--- src/rtl/apb_master_8bit_if.sv ---
// apb_master_8bit_if: command/response handshake plus APB completer bus for apb_master_8bit.
interface apb_master_8bit_if #(
    parameter int DATA_WIDTH = 8,
    parameter int ADDR_WIDTH = 3
);
    logic                  cmd_valid;
    logic                  cmd_ready;
    logic                  cmd_write;
    logic [ADDR_WIDTH-1:0] cmd_addr;
    logic [DATA_WIDTH-1:0] cmd_wdata;
    logic                  rsp_valid;
    logic [DATA_WIDTH-1:0] rsp_rdata;
    logic                  rsp_err;
    logic                  rsp_timeout;
    logic                  psel;
    logic                  penable;
    logic                  pwrite;
    logic [ADDR_WIDTH-1:0] paddr;
    logic [DATA_WIDTH-1:0] pwdata;
    logic [DATA_WIDTH-1:0] prdata;
    logic                  pready;
    logic                  pslverr;

    modport master (
        input  cmd_valid, cmd_write, cmd_addr, cmd_wdata, prdata, pready, pslverr,
        output cmd_ready, rsp_valid, rsp_rdata, rsp_err, rsp_timeout,
               psel, penable, pwrite, paddr, pwdata
    );

    modport slave (
        output cmd_valid, cmd_write, cmd_addr, cmd_wdata, prdata, pready, pslverr,
        input  cmd_ready, rsp_valid, rsp_rdata, rsp_err, rsp_timeout,
               psel, penable, pwrite, paddr, pwdata
    );
endinterface

--- src/rtl/apb_master_8bit.sv ---
// apb_master_8bit: single-outstanding APB initiator turning commands into SETUP/ACCESS transfers.
// Define APB_TIMEOUT_EN to abort ACCESS after TIMEOUT_CYCLES wait states.
module apb_master_8bit #(
    parameter int TIMEOUT_CYCLES = 16
) (
    input logic pclk,
    input logic preset_n,
    apb_master_8bit_if.master bus
);
    typedef enum logic [1:0] {IDLE, SETUP, ACCESS} state_t;

    state_t state;
    logic   expired;

    if (TIMEOUT_CYCLES < 1 || TIMEOUT_CYCLES > 255) begin : g_bad_timeout
        $error("TIMEOUT_CYCLES must be in 1..255");
    end

    assign bus.cmd_ready = (state == IDLE);

`ifdef APB_TIMEOUT_EN
    logic [7:0] wait_cnt;

    assign expired = (wait_cnt == 8'(TIMEOUT_CYCLES)) && !bus.pready;

    always_ff @(posedge pclk or negedge preset_n) begin
        if (!preset_n)
            wait_cnt <= '0;
        else if (state == SETUP)
            wait_cnt <= '0;
        else if (state == ACCESS && !bus.pready)
            wait_cnt <= wait_cnt + 8'd1;
    end
`else
    assign expired = 1'b0;
`endif

    always_ff @(posedge pclk or negedge preset_n) begin
        if (!preset_n) begin
            state           <= IDLE;
            bus.psel        <= 1'b0;
            bus.penable     <= 1'b0;
            bus.pwrite      <= 1'b0;
            bus.paddr       <= '0;
            bus.pwdata      <= '0;
            bus.rsp_valid   <= 1'b0;
            bus.rsp_rdata   <= '0;
            bus.rsp_err     <= 1'b0;
            bus.rsp_timeout <= 1'b0;
        end else begin
            bus.rsp_valid <= 1'b0;
            case (state)
                IDLE: if (bus.cmd_valid) begin
                    state      <= SETUP;
                    bus.psel   <= 1'b1;
                    bus.pwrite <= bus.cmd_write;
                    bus.paddr  <= bus.cmd_addr;
                    if (bus.cmd_write)
                        bus.pwdata <= bus.cmd_wdata;
                end
                SETUP: begin
                    state       <= ACCESS;
                    bus.penable <= 1'b1;
                end
                ACCESS: if (bus.pready || expired) begin
                    // a real pready on the expiry edge wins over the timeout
                    state           <= IDLE;
                    bus.psel        <= 1'b0;
                    bus.penable     <= 1'b0;
                    bus.rsp_valid   <= 1'b1;
                    bus.rsp_err     <= bus.pready ? bus.pslverr : 1'b1;
                    bus.rsp_timeout <= !bus.pready;
                    bus.rsp_rdata   <= (bus.pready && !bus.pwrite) ? bus.prdata : '0;
                end
                default: state <= IDLE;
            endcase
        end
    end
endmodule

--- src/flat_wrapper.sv ---
// flat-port wrapper written by rule: the top's interface ports become plain ports
module apb_master_8bit_flat 
#(
    parameter int TIMEOUT_CYCLES = 16
)
  (pclk, preset_n, bus_cmd_valid, bus_cmd_write, bus_cmd_addr, bus_cmd_wdata, bus_prdata, bus_pready, bus_pslverr, bus_cmd_ready, bus_rsp_valid, bus_rsp_rdata, bus_rsp_err, bus_rsp_timeout, bus_psel, bus_penable, bus_pwrite, bus_paddr, bus_pwdata);
  apb_master_8bit_if #(.DATA_WIDTH(8), .ADDR_WIDTH(3)) bus_i ();
  input logic pclk;
  input logic preset_n;
  input wire logic [$bits(bus_i.cmd_valid)-1:0] bus_cmd_valid;
  input wire logic [$bits(bus_i.cmd_write)-1:0] bus_cmd_write;
  input wire logic [$bits(bus_i.cmd_addr)-1:0] bus_cmd_addr;
  input wire logic [$bits(bus_i.cmd_wdata)-1:0] bus_cmd_wdata;
  input wire logic [$bits(bus_i.prdata)-1:0] bus_prdata;
  input wire logic [$bits(bus_i.pready)-1:0] bus_pready;
  input wire logic [$bits(bus_i.pslverr)-1:0] bus_pslverr;
  output wire logic [$bits(bus_i.cmd_ready)-1:0] bus_cmd_ready;
  output wire logic [$bits(bus_i.rsp_valid)-1:0] bus_rsp_valid;
  output wire logic [$bits(bus_i.rsp_rdata)-1:0] bus_rsp_rdata;
  output wire logic [$bits(bus_i.rsp_err)-1:0] bus_rsp_err;
  output wire logic [$bits(bus_i.rsp_timeout)-1:0] bus_rsp_timeout;
  output wire logic [$bits(bus_i.psel)-1:0] bus_psel;
  output wire logic [$bits(bus_i.penable)-1:0] bus_penable;
  output wire logic [$bits(bus_i.pwrite)-1:0] bus_pwrite;
  output wire logic [$bits(bus_i.paddr)-1:0] bus_paddr;
  output wire logic [$bits(bus_i.pwdata)-1:0] bus_pwdata;
  assign bus_i.cmd_valid = bus_cmd_valid;
  assign bus_i.cmd_write = bus_cmd_write;
  assign bus_i.cmd_addr = bus_cmd_addr;
  assign bus_i.cmd_wdata = bus_cmd_wdata;
  assign bus_i.prdata = bus_prdata;
  assign bus_i.pready = bus_pready;
  assign bus_i.pslverr = bus_pslverr;
  assign bus_cmd_ready = bus_i.cmd_ready;
  assign bus_rsp_valid = bus_i.rsp_valid;
  assign bus_rsp_rdata = bus_i.rsp_rdata;
  assign bus_rsp_err = bus_i.rsp_err;
  assign bus_rsp_timeout = bus_i.rsp_timeout;
  assign bus_psel = bus_i.psel;
  assign bus_penable = bus_i.penable;
  assign bus_pwrite = bus_i.pwrite;
  assign bus_paddr = bus_i.paddr;
  assign bus_pwdata = bus_i.pwdata;
  apb_master_8bit #(.TIMEOUT_CYCLES(TIMEOUT_CYCLES)) u_core (.pclk(pclk), .preset_n(preset_n), .bus(bus_i));
endmodule
--- config.mk ---
export PLATFORM = sky130hd
export DESIGN_NAME = apb_master_8bit_flat
export DESIGN_NICKNAME = d
export VERILOG_FILES = /design/src/rtl/apb_master_8bit_if.sv /design/src/rtl/apb_master_8bit.sv /design/src/flat_wrapper.sv
export SDC_FILE = /design/constraint.sdc
export NUM_CORES = 1
export LEC_CHECK = 0
export CORE_MARGIN = 10
export CORE_UTILIZATION = 40
export DETAILED_ROUTE_END_ITERATION = 8
export PLACE_DENSITY = 0.83
export SYNTH_ARGS = -nofsm -noshare
export SYNTH_HDL_FRONTEND = slang
export SYNTH_SLANG_ARGS = --single-unit
--- constraint.sdc ---
create_clock -name pclk -period 1.5 [get_ports pclk]
set_input_delay 0.225 -clock pclk [delete_from_list [all_inputs] [get_ports pclk]]
set_output_delay 0.225 -clock pclk [all_outputs]
set_load 0.05 [all_outputs]
==> qor.yml <==
root_buffer: "clkbuf_4"
p_leak_nw: 0.7848
place_inst: 164
area_growth_pct: 51.21
power-per-cell-area_mw_per_mm2: 2565
synthesis.nets: 109
drcViolationCount: 0
fillers: 207
path_cells: "nor2_4 -> and3_4 -> mux2_4"
critPathMaxFanout: 9
final_cells: 168
yosysUniqueCellTypes: 16
pin_count: 51
antenna_found_initial: 0
place_congestion: 0.7196
crit_path_max_incr_delay_ns: 0.47
synth_area_mm2: 0.001082
synth_largest_area_cell: "dfrtp_1"
timing.final.ws_setup_ns: 0.1041
nets: 164
cts-buffers-inserted: 3
cts_resized: 0
cts_tree: "yes"
vias: 798
ant_nets: 0
start_kind: "register"
setup_violations: 0
cts_setup_buffers: 0
ctsHtreeMaxLevel: 1
required_ns: 1.70
die_x_um: 72.02
critPathArrivalTime_ns: 1.60
tns_ns: 0
syn-instance-count: 84
finalCriticalPeriod_ns: 1.396
antenna_cells: 0
crit_family: "simple AND/OR/NAND/NOR gates"
drtIter0Drc: 32
ys_top_cells_by_area: "dfrtp_1 62%, mux2_4 11%, o21ai_0 5.1%"
cap_violations: 0
crit_slowest_cell: "dfrtp_1"
status: "complete, no violations"
start_util_pct: 42.91
grt_max_degree: 28
report.power.total_mw: 4.198
clockBufferDepth: 2
hold_buffers: 0
final_common_cell: "dfrtp_1"
fin_crit_sh_pct: 93.06
skew_ns: 0.003318
hpwlAfterDp_um: 2200
final_cell_mix: "26 x dfrtp_1, 24 x clkdlybuf4s50_1, 24 x buf_4"
grt_pass1_wl_um: 4402
ir_worst_vdd_mv: 2.084
placementRows: 18
ys_ff_latch: 27
wirelength_um: 2635
yosysWarnings: 0
avgSynthCellArea_um2: 12.88
multi_input_area_um2: 376.6
fmax_mhz: 716.4
ys_seq_area_share_pct: 62.43
layout-drive-gt1-share_pct: 34.78
grt.total_usage_pct: 10.53
hold_viol: 0
regArea_um2: 676.9
rsz0062_at_grt: "false"
cp_num_buf_inv: 0
grt_pass1_vias: 877
first_pass_iters: 4
synth_top_area_share_pct: 62.43
numPortBuffers: 50
tightest_slew_ns: 0.3285
dieHeight_um: 72.02
clk_pin_slew_ns: 0.13
wl_per_cell_um: 15.68
grt-ovfl-total: 0
end_kind: "register"
viasPerCell: 4.750
drv_slew: 0
core_mm2: 0.002522
clock_latency_ns: 0.31
clkSinkCount: 27
dp_slack_ns: 0.004086
hp-class: "in2async"
worstSetupPathType: "reg2reg"
dieArea_mm2: 0.005186
relSlewSlack_pct: 78.10
==> cells in the mapped netlist (all sizes together) <==
library cell  count
a21o              1
mux2             12
inv               5
nand2            10
and2              1
buf               2
nand3             1
o21ai            11
a21oi             3
dfrtp            27
nor2              1
and3              1
nand2b            8
nand3b            1
==> layer usage <==
layer / wire, um / global-route usage, % / part of all wire (%) / vias up
met1: 977 / 10.71 / 37 / 383
met5: 0 / 0 / 0 / -
met4: 17 / 2.581 / 0.65 / 0
met3: 250 / 5.306 / 9.5 / 2
met2: 1390 / 18.73 / 53 / 28
li1: - / - / - / 385
==> final cells by class <==
type / instances / share of cell area [%]
multi-input cells: 50 / 23.01
well taps: 30 / 2.294
flip-flops and latches: 27 / 41.36
inverters: 5 / 1.147
clock buffers: 4 / 1.606
repair buffers: 52 / 30.58
==> flip-flops by register name, indices dropped and copies added (netlist names) <==
register                cells
u_core.state                2
u_core.bus.penable          1
u_core.bus.rsp_timeout      1
u_core.bus.pwrite           1
u_core.bus.paddr            3
u_core.bus.rsp_rdata        8
u_core.bus.rsp_err          1
u_core.bus.psel             1
u_core.bus.pwdata           8
u_core.bus.rsp_valid        1
==> per-stage QoR <==
step	area [um^2]	utilization, %	hold slack [ns]
final	1637	64.88	0.2709
after global routing	1637	64.88	0.2740
after CTS	1637	64.88	0.2731
after detailed placement	1610	63.84	0.4736
after global placement	1610	63.84	0.4662
after floorplan	1092	-	-0.07059
==> power breakdown <==
| group | switching (mW) | internal [mW] |
|---|---|---|
| registers | 0.276 | 1.06 |
| clock network | 0.188 | 0.104 |
| logic | 1.59 | 0.972 |
==> final timing paths <==
path	startpoint	endpoint	slack, ns	cells past startpoint
max	u_core.state[0]	u_core.bus.pwdata[3]	0.10	3
min	preset_n	u_core.bus.psel	0.27	2
max reg2reg	u_core.state[0]	u_core.bus.pwdata[3]	0.10	3
min reg2reg	u_core.bus.rsp_rdata[7]	u_core.bus.rsp_rdata[7]	0.50	2
max in group asynchronous	preset_n	u_core.state[1]	0.97	2
min in group pclk	bus_prdata[7]	u_core.bus.rsp_rdata[7]	0.46	3
==> cell families (layout without fill, tap and decap cells) <==
family          after synthesis  after routing  share of synthesized area [%]
buf+inv                       7             61                          3.237
simple gates                 23             23                          11.79
compound gates               15             15                          7.283
flops                        27             27                          62.43
mux                          12             12                          15.26
Note: power is estimated with default switching activity, not from simulation.
